[config.mk]
export PLATFORM = sky130hd
export DESIGN_NAME = sw_pe_scheduler
export DESIGN_NICKNAME = d
export VERILOG_FILES = /design/src/rtl/sw_pe_scheduler.sv
export SDC_FILE = /design/constraint.sdc
export NUM_CORES = 1
export LEC_CHECK = 0
export CORE_AREA = 10 10 231 233
export CTS_BUF_LIST = sky130_fd_sc_hd__clkbuf_8
export DETAILED_ROUTE_END_ITERATION = 16
export DIE_AREA = 0 0 241 243
export PLACE_DENSITY = 0.67
export REMOVE_ABC_BUFFERS = 1
export SYNTH_ARGS = -nofsm -noshare
export SYNTH_HDL_FRONTEND = slang
export SYNTH_SLANG_ARGS = --single-unit
[constraint.sdc]
create_clock -name clk -period 2.8 [get_ports clk]
set_input_delay 0.42 -clock clk [delete_from_list [all_inputs] [get_ports clk]]
set_output_delay 0.42 -clock clk [all_outputs]
set_load 0.005 [all_outputs]
[src/rtl/sw_pe_scheduler.sv]
// sw_pe_scheduler: load / ramp / strip-mined run / drain / serial max reduction for the SW PE array.
// Define SW_PERF_CNT_EN to build the cyc_total job cycle counter; otherwise cyc_total reads 0.
module sw_pe_scheduler #(
  parameter int NUM_PE          = 16,
  parameter int REF_LEN         = 64,
  parameter int QRY_LEN         = 48,
  parameter int DRAIN_CYC       = 2,
  parameter int WIDTH_SCORE     = 8,
  parameter int WIDTH_POS_REF   = 7,
  parameter int WIDTH_POS_QUERY = 6
) (
  input  logic                                clk,
  input  logic                                reset,
  input  logic                                valid,
  output logic [$clog2(REF_LEN)-1:0]          load_addr,
  output logic                                ref_we,
  output logic                                qry_we,
  output logic                                pe_clear,
  output logic [NUM_PE-1:0]                   pe_en,
  output logic [NUM_PE*WIDTH_POS_REF-1:0]     pe_i,
  output logic [NUM_PE*WIDTH_POS_QUERY-1:0]   pe_j,
  input  logic [NUM_PE*WIDTH_SCORE-1:0]       pe_max,
  input  logic [NUM_PE*WIDTH_POS_REF-1:0]     pe_pos_ref,
  input  logic [NUM_PE*WIDTH_POS_QUERY-1:0]   pe_pos_query,
  output logic                                busy,
  output logic                                finish,
  output logic [WIDTH_SCORE-1:0]              max,
  output logic [WIDTH_POS_REF-1:0]            pos_ref,
  output logic [WIDTH_POS_QUERY-1:0]          pos_query,
  output logic [15:0]                         cyc_total
);

  localparam int WS  = WIDTH_SCORE;
  localparam int WR  = WIDTH_POS_REF;
  localparam int WQ  = WIDTH_POS_QUERY;
  localparam int AW  = $clog2(REF_LEN);
  localparam int RCW = (NUM_PE > 1) ? $clog2(NUM_PE) : 1;
  localparam int DCW = (DRAIN_CYC > 1) ? $clog2(DRAIN_CYC) : 1;

  typedef enum logic [2:0] {LOAD, RAMP, RUN, DRAIN, REDUCE, DONE} state_t;

  state_t                 state, state_n;
  logic                   accept, load_last;
  logic [RCW-1:0]         ramp_cnt, red_cnt;
  logic [DCW-1:0]         drain_cnt;
  logic [NUM_PE-1:0]      en_n;
  logic [NUM_PE*WR-1:0]   i_n;
  logic [NUM_PE*WQ-1:0]   j_n;
  logic [WS-1:0]          cand_max;
  logic [WR-1:0]          cand_ref;
  logic [WQ-1:0]          cand_qry;

  assign accept    = (state == LOAD) && valid;
  assign load_last = accept && (load_addr == AW'(REF_LEN - 1));
  assign ref_we    = accept;
  assign qry_we    = accept && (int'(load_addr) < QRY_LEN);

  always_ff @(posedge clk) begin
    if (reset) state <= LOAD;
    else       state <= state_n;
  end

  always_comb begin
    state_n = state;
    case (state)
      LOAD:    if (load_last) state_n = RAMP;
      RAMP:    if (ramp_cnt == RCW'(NUM_PE - 1)) state_n = RUN;
      RUN:     if (en_n == '0) state_n = DRAIN;
      DRAIN:   if (drain_cnt == DCW'(DRAIN_CYC - 1)) state_n = REDUCE;
      REDUCE:  if (red_cnt == RCW'(NUM_PE - 1)) state_n = DONE;
      DONE:    state_n = LOAD;
      default: state_n = LOAD;
    endcase
  end

  // Per-PE advance; the ramp enables PE r+1 one edge after PE r so each PE trails its neighbour by one cycle.
  always_comb begin
    en_n = pe_en;
    i_n  = pe_i;
    j_n  = pe_j;
    for (int k = 0; k < NUM_PE; k++) begin
      if (pe_en[k]) begin
        if (int'(pe_i[k*WR +: WR]) < REF_LEN) begin
          i_n[k*WR +: WR] = pe_i[k*WR +: WR] + 1'b1;
        end else if (int'(pe_j[k*WQ +: WQ]) + NUM_PE <= QRY_LEN) begin
          i_n[k*WR +: WR] = WR'(1);
          j_n[k*WQ +: WQ] = pe_j[k*WQ +: WQ] + WQ'(NUM_PE);
        end else begin
          en_n[k]         = 1'b0;
          i_n[k*WR +: WR] = '0;
          j_n[k*WQ +: WQ] = '0;
        end
      end
      if (k + 1 <= QRY_LEN) begin
        if ((load_last && k == 0) || (state == RAMP && int'(ramp_cnt) + 1 == k)) begin
          en_n[k]         = 1'b1;
          i_n[k*WR +: WR] = WR'(1);
          j_n[k*WQ +: WQ] = WQ'(k + 1);
        end
      end
    end
  end

  always_comb begin
    cand_max = max;
    cand_ref = pos_ref;
    cand_qry = pos_query;
    for (int k = 0; k < NUM_PE; k++) begin
      if (int'(red_cnt) == k && pe_max[k*WS +: WS] > max) begin
        cand_max = pe_max[k*WS +: WS];
        cand_ref = pe_pos_ref[k*WR +: WR];
        cand_qry = pe_pos_query[k*WQ +: WQ];
      end
    end
  end

  always_ff @(posedge clk) begin
    if (reset) begin
      load_addr <= '0;
      pe_clear  <= 1'b0;
      pe_en     <= '0;
      pe_i      <= '0;
      pe_j      <= '0;
      busy      <= 1'b0;
      finish    <= 1'b0;
      ramp_cnt  <= '0;
      drain_cnt <= '0;
      red_cnt   <= '0;
      max       <= '0;
      pos_ref   <= '0;
      pos_query <= '0;
    end else begin
      pe_en    <= en_n;
      pe_i     <= i_n;
      pe_j     <= j_n;
      pe_clear <= load_last;
      busy     <= (state_n != LOAD);
      finish   <= (state == REDUCE) && (state_n == DONE);
      if (state != LOAD || load_last) load_addr <= '0;
      else if (accept)                load_addr <= load_addr + 1'b1;
      ramp_cnt  <= (state == RAMP)   ? ramp_cnt + 1'b1  : '0;
      drain_cnt <= (state == DRAIN)  ? drain_cnt + 1'b1 : '0;
      red_cnt   <= (state == REDUCE) ? red_cnt + 1'b1   : '0;
      // Result registers double as the running max; they hold from DONE until the next reduction starts.
      if (state == DRAIN && state_n == REDUCE) begin
        max       <= '0;
        pos_ref   <= '0;
        pos_query <= '0;
      end else if (state == REDUCE) begin
        max       <= cand_max;
        pos_ref   <= cand_ref;
        pos_query <= cand_qry;
      end
    end
  end

`ifdef SW_PERF_CNT_EN
  always_ff @(posedge clk) begin
    if (reset) begin
      cyc_total <= '0;
    end else if (state == LOAD) begin
      if (load_last) cyc_total <= '0;
    end else if (state != DONE && cyc_total != 16'hFFFF) begin
      cyc_total <= cyc_total + 16'd1;
    end
  end
`else
  assign cyc_total = '0;
`endif

endmodule

* Yosys cells after proc, flatten, opt, wreduce, memory -nomap -nowiden
Index checks and enable logic that the tools add are counted.
** Cells by class
- $add $sub $neg :: 53
- Multiply operators :: 0
- Div/mod/pow operators :: 0
- Magnitude comparators :: 49
- Equality and inequality tests :: 55
- Shift-type cells :: 0
- Multiplexer cells :: 246
- Bitwise gates (word level) :: 19
- Reduce and logical (&&, ||, !) cells :: 116
** Operator list (number)
- $eq 32x5->1 const B :: 7
- $mux 7 :: 32
- $mux 6 :: 32
- $eq 32x4->1 const B :: 4
- $gt 8x8->1 :: 16
- $mux 8 :: 16
- $mux 1 :: 115
- $add 6x5->7 const B :: 16
- $add 7x1->7 const B :: 16
- $le 7x6->1 const B :: 16
- $lt 7x7->1 const B :: 16
- $add 6x5->6 const B :: 16
- $mux 4 :: 24
- $reduce_and 2->1 :: 33
- $eq 32x3->1 const B :: 2
- $mux 3 :: 17
- $reduce_or 2->1 :: 21
- $eq 4x4->1 const B :: 10
- $logic_and 1x1->1 :: 37
- $eq 32x2->1 const B :: 1
- $logic_not 32->1 :: 1
- $ne 2x1->1 const B :: 16
- $reduce_bool 2->1 :: 16
- $not 1->1 :: 19
- 22 further kinds :: 39
** Word-level totals
- Register bits after elaboration :: 266
- Bits in latches :: 0
- Memory bits (writable) :: 0
- Bits in read-only memories :: 0
- Input bits :: 339
- Output and inout port bits :: 272
- Memories kept :: 0

* Longest topological paths before layout
Gate-level depths: netlist of the first run.
- Word-level depth :: 18
- Gate-level depth with buffers :: 13
- Gate-level depth less buffers :: 11

* Worst setup path after synthesis of the first run
OpenSTA, ideal clock, no wires.
- Path type :: reg-to-reg
- From :: register max[5]
- To :: register max[0]
- Library setup time :: 116 ps
- Arrival time :: 2617 ps
- Data required time :: 2684 ps
- Setup slack :: 66 ps
- Cell stages (with the launch flop) :: 13
- Path buffers :: 1
- Clock period less this slack :: 2734 ps
- Path through :: dfxtp_1 -> inv_1 -> ha_1 -> a211oi_2 -> o211ai_1 -> o2111a_1 -> a22oi_2 -> nand4_1 -> a21o_1 -> o31a_1 -> buf_2 -> o21ai_0 -> nor2_1
** Between the ends
- Word-level cells in the longest chain between the ends :: 17
- Elaborated cells on any way between the ends :: 49
** Ends and longest elaborated chain
- start, declared :: line 27 : output logic [WIDTH_SCORE-1:0] max,
- start signal, assigned :: line 150 : max <= cand_max;
- $gt 8x8->1 :: line 109 : if (int'(red_cnt) == k && pe_max[k*WS +: WS] > max) begin
- $logic_and 1x1->1 :: line 109
- $mux 8 (15 in series) :: line 109
Several ways; a longest one is shown, not always the timed one.
A chain may end at the register's enable or synchronous reset.

* Worst setup path after layout of the first run
- From :: register max[4]
- To :: register max[2]
The elaborated chain is that of the path after synthesis.

==> results of run 1 <==
flip-flops by register name, indices dropped and copies added, names as in the netlist:
register	flops
ramp_cnt	4
load_addr	6
pe_clear	1
pos_ref	7
pe_en	16
busy	1
pos_query	6
red_cnt	4
drain_cnt	1
pe_i	112
finish	1
pe_j	68
state	3
max	8
layer usage:
layer | vias up | wire (µm)
met4 | 10 | 5080
met2 | 865 | 43200
li1 | 9224 | -
met5 | - | 62
met1 | 9358 | 34600
met3 | 228 | 7160
timing repair:
item / in CTS / in global routing
setup endpoints to repair: 21 / 23
hold endpoints to repair: 0 / 0
setup buffers: 22 / 2
pin swaps: 40 / 26
resized for setup: 118 / 41
gates cloned: 7 / 3
worst max-delay path, stage by stage (launching register included):
cell,delay (ns)
dfxtp_2,0.35
inv_4,0.05
buf_6,0.12
buf_12,0.13
ha_4,0.15
a211oi_4,0.21
o21ai_1,0.08
nand3b_1,0.23
a22oi_2,0.30
nand4_1,0.16
a21o_1,0.21
o31a_4,0.44
clkbuf_16,0.21
o21ai_1,0.12
nor2_1,0.05
cells in the mapped netlist (44+ instances only):
library cell,count
a21oi_1,152
buf_4,46
clkbuf_1,72
dfxtp_1,238
ha_1,201
inv_1,73
nand2_1,169
nand3_1,113
nand4_1,72
nor2_1,307
nor3_1,56
o211ai_1,56
o21ai_0,51
xor2_1,44
per-stage QoR:
| step | utilization, % | hold slack [ns] | instance area (µm²) |
|---|---|---|---|
| 3_5_place_dp | 51.2 | 0.444 | 24900 |
| 4_1_cts | 55.2 | 0.296 | 26800 |
| 6_report | 55.7 | 0.327 | 27100 |
| 5_1_grt | 55.7 | 0.338 | 27100 |
| 3_3_place_gp | 51.2 | 0.437 | 24900 |
| 2_1_floorplan | - | 0.439 | 16200 |
final timing paths:
kind	start	end	depth (start not counted)
max	max[4]	max[2]	14
min reg2reg	pe_j[30]	pe_j[30]	2
max reg2reg	max[4]	max[2]	14
min	reset	pe_en[3]	2
layout make-up:
class	instances	area, µm²
clock inverter	22	204
inverter	73	277
clock buffer	54	743
multi-input combinational	1695	11900
fill	4467	21500
antenna	3	7.51
tap	622	778
timing repair buffer	838	8410
sequential	238	4770
report_power, final:
part / switching, mW / internal, mW
logic: 0.524 / 0.675
clock network: 1.51 / 2.11
registers: 0.00442 / 3.39
total: 2.04 / 6.17
cell usage in the layout, fill, tap and decap left out, drive strengths merged, types with 26 or more instances in the layout:
cell,n
clkdlybuf4s50,581
nor2,307
buf,251
dfxtp,238
ha,201
nand2,169
a21oi,153
nand3,113
inv,88
nand4,72
o21ai,66
nor3,57
clkbuf,57
o211ai,56
xor2,44
o21a,41
o221a,40
a31oi,40
mux2i,32
xnor2,29
conb,27
o211a,26
logic make-up (layout without fill, tap and decap cells):
kind of cell             after synthesis  after routing  share of synthesized area (%)
AND/OR/NAND/NOR                      835            835                           23.1
AO/OA/AOI/OAI                        523            523                           21.7
flip-flops                           238            238                           28.2
buffers and inverters                218            987                           6.11
adder cells (fa/ha/maj)              201            201                           14.9
XOR/XNOR                              73             73                           3.79
multiplexers                          36             36                           2.16
other                                  1             30                         0.0222
==> metrics.cfg, run 1 <==
[sta]
fmax_mhz = 340
report.final.slew_viol_count = 0
worst_slew_pin_slew_ns = 0.545
finalSetupViolCount = 21
setup_slack_ns = -0.137
skew_ns = 0.0274
rsz0062_at_grt = yes
setup_tns_ns = -2.25
min_period_over_period_pct = 105
period_needed_ns = 2.94
slew_headroom_pct = 63.6
finalHoldViolations = 0

[logic_synthesis]
synth_cell_types = 70
yosys.area.top_type = dfxtp_1
netlist_area_um2 = 16900
syn_inst = 2125
synth-async-reset-ratio_pct = 0
yosys_warnings = 0
ys_ff_latch = 238
synth-edff-count = 0
synth_area_leaders = dfxtp_1 (28%), ha_1 (15%), nor2_1 (6.8%)
synth-main-ff-cell = dfxtp_1
synth_top_area_share_pct = 28.2
ys_seq_area_share_pct = 28.2
syn_area_per_cell_um2 = 7.95

[floorplanning]
start_util_pct = 34.7
die-area_um2 = 58600
io-pin-count = 611
die_h_um = 243
rows = 81
die_w_um = 241
core_um2 = 48600

[routing]
vias = 19700
vias_per_cell = 5.55
drt-initial-drc-count = 1376
drt_first_pass_iters = 6
antenna_left = 0
wire_per_inst_um = 25.4
wl_um = 90100
drc = 0

[layout]
drive_gt1_share_pct = 16.3
layoutNonFillerInstCount = 3545
finalNetCount = 3427
syn_to_final_growth_pct = 60.5

[placed_design]
port_buffers = 583
hpwl_um = 73300
place.gp.congestion = 1.02
dpl.cell_count = 3432
dp_slack_ns = -0.756

[clock_tree]
root_buffer = clkbuf_8
clk_pin_slew_ns = 0.06
htreeDepth = 2
tritoncts = yes
cts_inserted_buffers = 41
hold_buffers = 0
clock-sinks = 238
clk_latency_ns = 0.57
clockBufferDepth = 3

[global_routing]
grt_pass1_wl_um = 129000
groute.usage.overall_pct = 29.1
antenna_found_initial = 8
gr-usage-met3_pct = 6.74
use_met1_pct = 32.9
overflow = 0
gr-usage-met2_pct = 50.2
grt_pass1_vias = 19800
top_usage_layer = met2
grt_max_degree = 50

[setup_path]
crit_arrival_ns = 3.38
path_class = reg -> reg
worstSetupEndpointType = flop
cp_max_fo = 7
cp.required_ns = 3.25
start_kind = flop
r2r_slack_ns = -0.14

[power_and_ir_drop]
power_density_nw_per_um2 = 303
ir_drop_uv = 478
total_power_mw = 8.21
leakagePower_nw = 10.9

[run_status]
violations = negative setup slack
status = complete, but fails checks

[run]
drv_cap = 0

[min_path]
min_path_type = in -> reg

(Power assumes the default switching activity.)
==> inputs of run 2 (changes only) <==
Settings changed: TNS_END_PERCENT from default to 10.
==> run 2 against run 1 <==
  * The run still ends with negative setup slack left
  * Critical path depth is 1 lower
  * Worst hold slack better by 0.0031 ns
  * Sequential cell count stayed put
  * Worst setup slack worse by 0.015 ns
  * Routed wire length is 0.20% higher
  * Clock skew is 0.0029 ns higher
  * Combinational power hardly changed
  * Critical path type unchanged
  * Critical endpoint is now pos_ref[0]
  * Largest cell class unchanged
  * Highest routed layer unchanged
==> metrics.cfg, run 2 (same netlist as run 1, synthesis figures left out) <==
[run_status]
status = complete, but fails checks
violations = negative setup slack

[floorplanning]
start_util_pct = 34.7  ; unchanged
die-area_um2 = 58600  ; unchanged
io-pin-count = 611  ; unchanged
die_h_um = 243  ; unchanged
die_w_um = 241  ; unchanged
core_um2 = 48600  ; unchanged
rows = 81  ; unchanged

[setup_path]
crit_arrival_ns = 3.41  ; +0.03 ns
worstSetupEndpointType = flop
r2r-end = pos_ref[0]
crit_start = max[6]
cp.required_ns = 3.26  ; about the same
start_kind = flop
path_class = reg -> reg
cp_max_fo = 7  ; unchanged
r2r_slack_ns = -0.15  ; about the same
rr_startpoint = max[6]
r2r_cells = 13  ; -1

[min_path]
min_to = pe_en[3]
hold_depth = 2  ; unchanged
min_path_type = in -> reg
min_from = reset

[sta]
fmax_mhz = 339  ; -0.51%
finalHoldViolations = 0  ; unchanged
holdWs_ns = 0.330  ; +0.00314 ns
rsz0062_at_grt = yes
min_period_over_period_pct = 105  ; +0.53 points
period_needed_ns = 2.95  ; +0.0150 ns
skew_ns = 0.0304  ; +0.00293 ns
worst_slew_pin_slew_ns = 0.548  ; +0.00275 ns
slew_headroom_pct = 63.5  ; -0.18 points
finalSetupViolCount = 21  ; unchanged
report.final.slew_viol_count = 0  ; unchanged
setup_slack_ns = -0.152  ; -0.0150 ns

[global_routing]
antenna_found_initial = 11  ; +3
grt_pass1_vias = 19700  ; -0.56%
overflow = 0  ; unchanged
groute.usage.overall_pct = 28.9  ; -0.17 points
grt_pass1_wl_um = 129000  ; -0.60%
grt_max_degree = 50  ; unchanged

[routing]
drt_first_pass_iters = 6  ; unchanged
drc = 0  ; unchanged
antenna_left = 0  ; unchanged
drt-initial-drc-count = 1410  ; +2.5%
vias = 19600  ; -0.35%
wl_um = 90300  ; +0.20%
vias_per_cell = 5.54  ; -0.32%
wire_per_inst_um = 25.5  ; +0.23%

[power_and_ir_drop]
ir_drop_uv = 478  ; about the same
power_density_nw_per_um2 = 304  ; +0.30%
leakagePower_nw = 10.9  ; -0.30%

[clock_tree]
cts_inserted_buffers = 41  ; unchanged
clockBufferDepth = 3  ; unchanged
clk_pin_slew_ns = 0.06  ; about the same
root_buffer = clkbuf_8
clk_latency_ns = 0.57  ; about the same
htreeDepth = 2  ; unchanged
tritoncts = yes
hold_buffers = 0  ; unchanged
clock-sinks = 238  ; unchanged

[layout]
drive_gt1_share_pct = 16.3  ; -0.046 points
final_cell_mix = clkdlybuf4s50_1 (581), nor2_1 (307), dfxtp_1 (233), buf_4 (196), ha_1 (185)
largest_registers = pe_i: 112 flops, pe_j: 68 flops, pe_en: 16 flops
multi_input_area_um2 = 11900  ; +0.23%
utilization_pct = 55.6  ; -0.11 points
syn_to_final_growth_pct = 60.1
fill_cells = 4459  ; -0.18%
regMostFlops = pe_i
final_common_cell = clkdlybuf4s50_1
largest_register_ffs = 112  ; unchanged
finalNetCount = 3423  ; -0.12%
final-seq-area_um2 = 4770  ; about the same

[placed_design]
hpwl_um = 73300  ; unchanged
port_buffers = 583  ; unchanged
place.gp.congestion = 1.02  ; unchanged

[run]
drv_cap = 0  ; unchanged

[run 2: cell types whose count changed in the layout (fill, tap and decap cells not counted), sizes merged]
cell | before | now
diode | 3 | 6
clkbuf | 57 | 60
buf | 251 | 244
[run 2: worst max-delay path: stages (launching register included)]
cell	delay [ns]
dfxtp_1	0.34
inv_2	0.06
buf_12	0.14
ha_1	0.24
a211oi_4	0.24
o21ai_1	0.10
nand3b_1	0.24
a22oi_2	0.29
nand4_1	0.16
a21o_1	0.21
o31a_4	0.44
clkbuf_16	0.21
o21ai_2	0.12
nor2_1	0.05
[run 2: power breakdown]
| group | internal [mW] | switching [mW] | total, mW |
|---|---|---|---|
| logic | 0.678 | 0.524 | 1.20 |
| registers | 3.39 | 0.00444 | 3.39 |
| clock network | 2.11 | 1.51 | 3.62 |
[run 2: metrics by stage]
stage                     setup slack (ns)  TNS, ns  instance area [µm²]  power, mW  instances
after floorplan                      -1.80   -37.73                16200       3.75       2006
after global placement              -0.720   -11.61                24900       4.57       3432
after detailed placement            -0.756   -12.18                24900       4.58       3432
after CTS                           -0.117    -1.85                26400       8.25       3524
after global routing                -0.214    -3.70                27000       8.52       3541
final                               -0.152    -2.60                27000       8.22       3544
[run 2: final cells by class]
| type | count | share of cell area, % |
|---|---|---|
| clock buffers | 54 | 2.75 |
| flip-flops and latches | 238 | 17.6 |
| multi-input cells | 1695 | 44.1 |
| diodes | 6 | 0.0555 |
| well taps | 622 | 2.88 |
| repair buffers | 834 | 30.8 |
| clock inverters | 22 | 0.754 |
| inverters | 73 | 1.03 |
[run 2: how the worst max path moves through the flow]
stage,endpoint,slack [ns],cells past startpoint
6_report,pos_ref[0],-0.15,13
5_1_grt,pos_ref[1],-0.21,13
4_1_cts,pos_ref[0],-0.12,15
3_5_place_dp,pos_query[2],-0.76,13
3_3_place_gp,pos_query[2],-0.72,13
2_1_floorplan,max[0],-1.80,11
[run 2: what timing repair did]
item	4_1_cts	5_1_grt
setup buffers	12	10
setup endpoints to repair	21	23
gates cloned	4	5
pin swaps	34	45
endpoints found under the hold margin	0	0
resized for setup	77	84
[run 2: metal layers]
metal | vias to the layer above | GRT usage [%] | routed length [µm]
met1 | 9279 | 32.4 | 34200
met3 | 242 | 7.60 | 7680
met5 | - | 0 | 84
met4 | 12 | 14.5 | 5210
li1 | 9224 | - | -
met2 | 860 | 49.7 | 43100
